### src/rtl/adder_pio_responder.sv
// Fabric-side responder for the HPS adder PIO channel: detects operand changes and
// returns the sum via a chunk-serial ripple adder. Define ADDER_PIO_SAT_EN for unsigned saturation.
module adder_pio_responder #(
    parameter int DATA_W  = 64,
    parameter int CHUNK_W = 16,
    parameter int CNT_W   = 16
) (
    input  logic              clk_clk,
    input  logic              reset_reset_n,
    input  logic [DATA_W-1:0] adder_a,
    input  logic [DATA_W-1:0] adder_b,
    output logic [DATA_W-1:0] adder_sum,
    output logic              carry_o,
    output logic              busy_o,
    output logic              done_o,
    output logic [CNT_W-1:0]  op_count_o
);
    // state | meaning
    // IDLE  | watching registered operands for a change against the last accepted pair
    // ADD   | adding one CHUNK_W slice per cycle, LSB slice first

    localparam int N     = DATA_W / CHUNK_W;
    localparam int IDX_W = (N > 1) ? $clog2(N) : 1;

    localparam logic [0:0] ST_IDLE = 1'b0;
    localparam logic [0:0] ST_ADD  = 1'b1;

    generate
        if (DATA_W % CHUNK_W != 0) begin : g_bad_chunk
            $error("adder_pio_responder: DATA_W must be a multiple of CHUNK_W");
        end
    endgenerate

    logic [0:0]        state;
    logic [DATA_W-1:0] a_q, b_q;
    logic [DATA_W-1:0] a_last, b_last;
    logic [DATA_W-1:0] op_a, op_b;
    logic [DATA_W-1:0] acc;
    logic [IDX_W-1:0]  idx;
    logic              cy;
    logic [CHUNK_W:0]  chunk_sum;
    logic [DATA_W-1:0] acc_next;

    assign chunk_sum = {1'b0, op_a[CHUNK_W-1:0]} + {1'b0, op_b[CHUNK_W-1:0]}
                     + {{CHUNK_W{1'b0}}, cy};

    // Accumulator fills from the top so that after N slices it holds the full sum in order.
    generate
        if (N == 1) begin : g_single
            assign acc_next = chunk_sum[CHUNK_W-1:0];
        end else begin : g_multi
            assign acc_next = {chunk_sum[CHUNK_W-1:0], acc[DATA_W-1:CHUNK_W]};
        end
    endgenerate

    assign busy_o = (state == ST_ADD);

    always_ff @(posedge clk_clk or negedge reset_reset_n) begin
        if (!reset_reset_n) begin
            state      <= ST_IDLE;
            a_q        <= '0;
            b_q        <= '0;
            a_last     <= '0;
            b_last     <= '0;
            op_a       <= '0;
            op_b       <= '0;
            acc        <= '0;
            idx        <= '0;
            cy         <= 1'b0;
            adder_sum  <= '0;
            carry_o    <= 1'b0;
            done_o     <= 1'b0;
            op_count_o <= '0;
        end else begin
            a_q    <= adder_a;
            b_q    <= adder_b;
            done_o <= 1'b0;
            case (state)
                ST_IDLE: begin
                    if ({a_q, b_q} != {a_last, b_last}) begin
                        a_last <= a_q;
                        b_last <= b_q;
                        op_a   <= a_q;
                        op_b   <= b_q;
                        idx    <= '0;
                        cy     <= 1'b0;
                        state  <= ST_ADD;
                    end
                end
                ST_ADD: begin
                    op_a <= op_a >> CHUNK_W;
                    op_b <= op_b >> CHUNK_W;
                    acc  <= acc_next;
                    cy   <= chunk_sum[CHUNK_W];
                    idx  <= idx + IDX_W'(1);
                    if (idx == IDX_W'(N - 1)) begin
`ifdef ADDER_PIO_SAT_EN
                        adder_sum <= chunk_sum[CHUNK_W] ? {DATA_W{1'b1}} : acc_next;
`else
                        adder_sum <= acc_next;
`endif
                        carry_o    <= chunk_sum[CHUNK_W];
                        done_o     <= 1'b1;
                        op_count_o <= op_count_o + CNT_W'(1);
                        state      <= ST_IDLE;
                    end
                end
                default: state <= ST_IDLE;
            endcase
        end
    end
endmodule
### config.mk
export PLATFORM = sky130hd
export DESIGN_NAME = adder_pio_responder
export DESIGN_NICKNAME = d
export VERILOG_FILES = /design/src/rtl/adder_pio_responder.sv
export SDC_FILE = /design/constraint.sdc
export NUM_CORES = 1
export LEC_CHECK = 0
export ABC_AREA = 1
export CAP_MARGIN = 25
export CORE_ASPECT_RATIO = 0.7
export CORE_MARGIN = 2
export CORE_UTILIZATION = 40
export DETAILED_ROUTE_END_ITERATION = 7
export GPL_ROUTABILITY_DRIVEN = 0
export SYNTH_ARGS = -nofsm -noshare
export SYNTH_HDL_FRONTEND = slang
export SYNTH_SLANG_ARGS = --single-unit
### constraint.sdc
create_clock -name clk_clk -period 2.32 [get_ports clk_clk]
set_input_delay 0.696 -clock clk_clk [delete_from_list [all_inputs] [get_ports clk_clk]]
set_output_delay 0.696 -clock clk_clk [all_outputs]
set_load 0.01 [all_outputs]
; Word-level counts from Yosys, hierarchy flattened
; Index checks and enable logic that the tools add are counted.
[word_totals]
latch_bits = 0
reg_bits = 534
rom_bits = 0
mem_bits_rw = 0
inputBits = 130
word_cells = 37
memories = 0
[classes]
n_reduce_logical = 2
shifts = 0
n_mul = 0
n_mux = 13
n_bitwise = 1
div_mod_pow = 0
add_sub_neg = 4
eq_ne = 3
n_lt_le_gt_ge = 0
[ops]
columns = cell, n
row1 = 64-bit one-hot mux with 2 select lines, 2
row2 = 64-bit 2-to-1 mux, 2
row3 = 128-bit != test, 1
row4 = 16-bit by 16-bit adder with 17-bit output, 1
row5 = 17-bit by 1-bit adder with 17-bit output, 1
row6 = "16-bit by 1-bit adder with 16-bit output, second input constant", 1
row7 = 1-bit 2-to-1 mux, 5
row8 = 1-bit one-hot mux with 2 select lines, 2
row9 = 2-bit one-hot mux with 2 select lines, 1
row10 = 2-bit AND reduction, 2
row11 = "2-bit by 1-bit adder with 2-bit output, second input constant", 1
row12 = "2-bit equality test, second input constant", 1
row13 = 2-bit 2-to-1 mux, 1
row14 = "2-bit != test, second input constant", 1
row15 = 1-bit inverter, 1

; Depth between registers and ports, before layout
[depth]
depth_word = 3
depth_mapped = 15

; Worst setup path before layout
; No wires, ideal clock.
[synth_timing]
kind = reg2reg
from = register op_a[0]
to = register cy
stages_incl_launch_ff = 11
setup_slack_ps = 181
t_required_ps = 2202
t_arrival_ps = 2021
cell_sequence = dfrtp_1 > fa_1 > fa_1 > nand3_1 > nand2_1 > nand4_1 > nand2_1 > a21boi_0 > o21ai_0 > nand2_1 > nand2_1
[synth_between]
elab_chain_len = 3
[synth_lines]
columns = element, line_no
row1 = start: declaration, 37  ; logic [DATA_W-1:0] op_a, op_b;
row2 = start signal: assignment, 83  ; op_a <= a_q;
row3 = start signal: assignment, 91  ; op_a <= op_a >> CHUNK_W;
row4 = 16-bit by 16-bit adder with 17-bit output, 44  ; assign chunk_sum = {1'b0, op_a[CHUNK_W-1:0]} + {1'b0, op_b[CHUNK_W-1:0]}
row5 = 17-bit by 1-bit adder with 17-bit output, 45  ; + {{CHUNK_W{1'b0}}, cy};
row6 = 1-bit one-hot mux with 2 select lines, 78  ; case (state)
row7 = end signal: assignment, 94  ; cy <= chunk_sum[CHUNK_W];
row8 = end: declaration, 40  ; logic cy;
; No other way between the ends.
; A chain may end at the register's enable or synchronous reset.

; Worst setup path in the final report
[layout_timing]
from = register adder_sum[53]
to = output adder_sum[53]
[layout_lines]
columns = element, line_no
row1 = start: declaration, 12  ; output logic [DATA_W-1:0] adder_sum,
row2 = start signal: assignment, 100  ; adder_sum <= acc_next;
; No word-level cell between the ends.

==> impl_metrics.env <==
export IMPL_grt_ovfl_total=0
export IMPL_grt_pass1_wl_um=101000
export IMPL_ys_flop_type="dfrtp_1"
export IMPL_cts_sinks=518
export IMPL_crit_path_end_kind="output pin"
export IMPL_p_leak_uw=0.0137
export IMPL_drt_first_pass_iters=5
export IMPL_stdcell_area_um2=27800
export IMPL_async_flop_share_pct=100
export IMPL_initial_core_util_pct=40.5
export IMPL_timing_final_hold_violations=0
export IMPL_timing_hold_ws_ns=0.476
export IMPL_synth_warnings=0
export IMPL_die_h_um=202
export IMPL_track_usage_pct=22.1
export IMPL_path_class="flip-flop to output pin"
export IMPL_crit_path_cell_trace="clkdlybuf4s50_1"
export IMPL_drt_initial_drc_count=1678
export IMPL_arrival_ns=1.58
export IMPL_fp_coreArea_um2=55200
export IMPL_place_area_um2=25800
export IMPL_drive_gt1_share_pct=7.52
export IMPL_fillCellCount=5117
export IMPL_num_vias=18000
export IMPL_synth_cell_type_count=25
export IMPL_netlist_area_um2=22400
export IMPL_cts_tree="done"
export IMPL_period_minus_slack_ns=2.27
export IMPL_cts_root_buf="clkbuf_16"
export IMPL_area_growth_pct=24.2
export IMPL_routedWlPerCell_um=17.7
export IMPL_cts_buffers=51
export IMPL_pin_count=213
export IMPL_drt_wl_total_um=63600
export IMPL_p_total_uw=21100
export IMPL_crit_family="buffers and inverters"
export IMPL_antenna_found_initial=1
export IMPL_syn_nets=2743
export IMPL_htreeDepth=2
export IMPL_cp_data_required_time_ns=1.62
export IMPL_cp_max_fo=2
export IMPL_die_width_um=287
export IMPL_report_final_slew_viol_count=0
export IMPL_ys_seq_elements=518
export IMPL_synth_avg_cell_area_um2=8.63
export IMPL_tightest_slew_ns=0.639
export IMPL_die_area_um2=57900
export IMPL_fin_tns_setup_ns=0
export IMPL_clock_skew_ns=0.0248
export IMPL_diodes=0
export IMPL_fmax_mhz=440
export IMPL_io_buffers=212
export IMPL_drc=0
export IMPL_finalCritPeriodShare_pct=98.0
export IMPL_hpwl_um=44200
export IMPL_synth_edff_count=0
export IMPL_crit_slowest_cell="clkdlybuf4s50_1"
export IMPL_ys_seq_area_share_pct=57.9
export IMPL_cap_violations=0
export IMPL_synth_cells=2594
export IMPL_antenna_left=0
export IMPL_critPathMaxStageDelay_ns=0.58
export IMPL_cp_start_kind="flip-flop"
export IMPL_grt_pass1_vias=17900
export IMPL_clock_path_buffers=3
export IMPL_drt_vias_per_instance=5.02
export IMPL_placementRows=72
export IMPL_clkTransAtPathRegs_ns=0.06
export IMPL_nets=2955
export IMPL_status="completed"
export IMPL_setup_viol=0
export IMPL_path_buf_inv=1
export IMPL_slew_headroom_pct=57.4
export IMPL_power_density_nw_per_um2=759
export IMPL_hp_class="flip-flop to flip-flop"
export IMPL_vdd_drop_max_mv=0.450
export IMPL_clock_latency_ns=0.61
export IMPL_grt_max_degree=108
## worst paths after layout
kind	startpoint	end	slack [ns]	cells after the start
min	op_count_o[15]	op_count_o[15]	0.48	1
min reg2reg	op_count_o[15]	op_count_o[15]	0.48	1
max	adder_sum[53]	adder_sum[53]	0.05	1
max reg2reg	b_q[13]	op_a[32]	0.14	12
min in group asynchronous	reset_reset_n	acc[29]	0.62	2
max in group asynchronous	reset_reset_n	a_q[62]	0.88	3
## report_power, final
part	total (µW)	switching [µW]	internal (µW)
logic	2360	1200	1160
registers	10200	516	9710
clock network	8510	3610	4900
total	21100	5330	15800
## metrics by stage
stage                     utilization [%]  cells  setup slack, ns
final                                50.3   3587           0.0461
after global routing                 50.3   3587          -0.0211
after CTS                            50.0   3585           0.0136
after detailed placement             46.8   3488          -0.0105
after global placement               46.8   3488          0.00863
after floorplan                         -   2594            0.181
## cells in the mapped netlist (17+ instances only)
cell type	count	area (µm²)
o21ai_0	107	536
dfrtp_1	518	13000
nand2_1	1171	4400
clkbuf_1	83	312
buf_2	43	215
inv_1	94	353
a21oi_1	17	85.1
nor2_1	96	360
xnor2_1	119	1040
nand3_1	145	726
nand4_1	133	832
ha_1	17	213
## state kept, by name, summed over array words and instances (netlist names)
register	count
a_last	64
a_q	64
acc	48
adder_sum	64
b_last	64
b_q	64
busy_o	1
carry_o	1
cy	1
done_o	1
idx	2
op_a	64
op_b	64
op_count_o	16
## cells in the final DEF (no fill, tap or decap), drive strengths merged, types with 4 or more instances in the layout
| cell type | synthesis | routed |
|---|---|---|
| a21o | 4 | 4 |
| a21oi | 17 | 17 |
| buf | 58 | 87 |
| bufinv | 0 | 4 |
| clkbuf | 83 | 72 |
| clkdlybuf4s50 | 0 | 209 |
| clkinv | 1 | 13 |
| clkinvlp | 0 | 4 |
| dfrtp | 518 | 518 |
| ha | 17 | 17 |
| inv | 94 | 97 |
| nand2 | 1171 | 1171 |
| nand3 | 146 | 146 |
| nand4 | 133 | 133 |
| nor2 | 99 | 99 |
| nor3 | 6 | 6 |
| o21ai | 107 | 107 |
| xnor2 | 119 | 119 |
| xor2 | 14 | 14 |
## routing by layer
| layer | wire (µm) | GRT usage (%) | vias to the layer above |
|---|---|---|---|
| li1 | - | - | 8661 |
| met1 | 29400 | 32.8 | 8650 |
| met2 | 28100 | 32.9 | 619 |
| met3 | 4580 | 4.48 | 89 |
| met4 | 1450 | 5.86 | 0 |
| met5 | 0 | 0 | - |
## kinds of logic (layout without fill, tap and decap cells)
kind of cell    count (synthesis)  count (layout)  synth area share (%)
fa+ha+maj                      19              19                  1.13
flops                         518             518                  57.9
simple gates                 1556            1556                  28.5
xor+xnor                      133             133                  5.20
buf+inv                       236             489                  4.21
compound gates                132             132                  3.04
## what timing repair did
| item | CTS | global route |
|---|---|---|
| hold buffers | 1 | 0 |
| resized for setup | 3 | 33 |
| buffers inserted | 2 | 1 |
| gates cloned | 0 | 1 |
| hold endpoints to repair | 1 | 0 |
| setup endpoints to repair | 4 | 273 |
## cell type report
| cell class | instances | area [µm²] | share of cell area, % |
|---|---|---|---|
| multi-input cells | 1840 | 8680 | 31.2 |
| inverters | 95 | 364 | 1.31 |
| well taps | 740 | 926 | 3.33 |
| clock buffers | 71 | 1470 | 5.30 |
| repair buffers | 300 | 3140 | 11.3 |
| clock inverters | 23 | 251 | 0.905 |
| flip-flops and latches | 518 | 13000 | 46.6 |
Note: power is estimated with default switching activity, not from simulation.
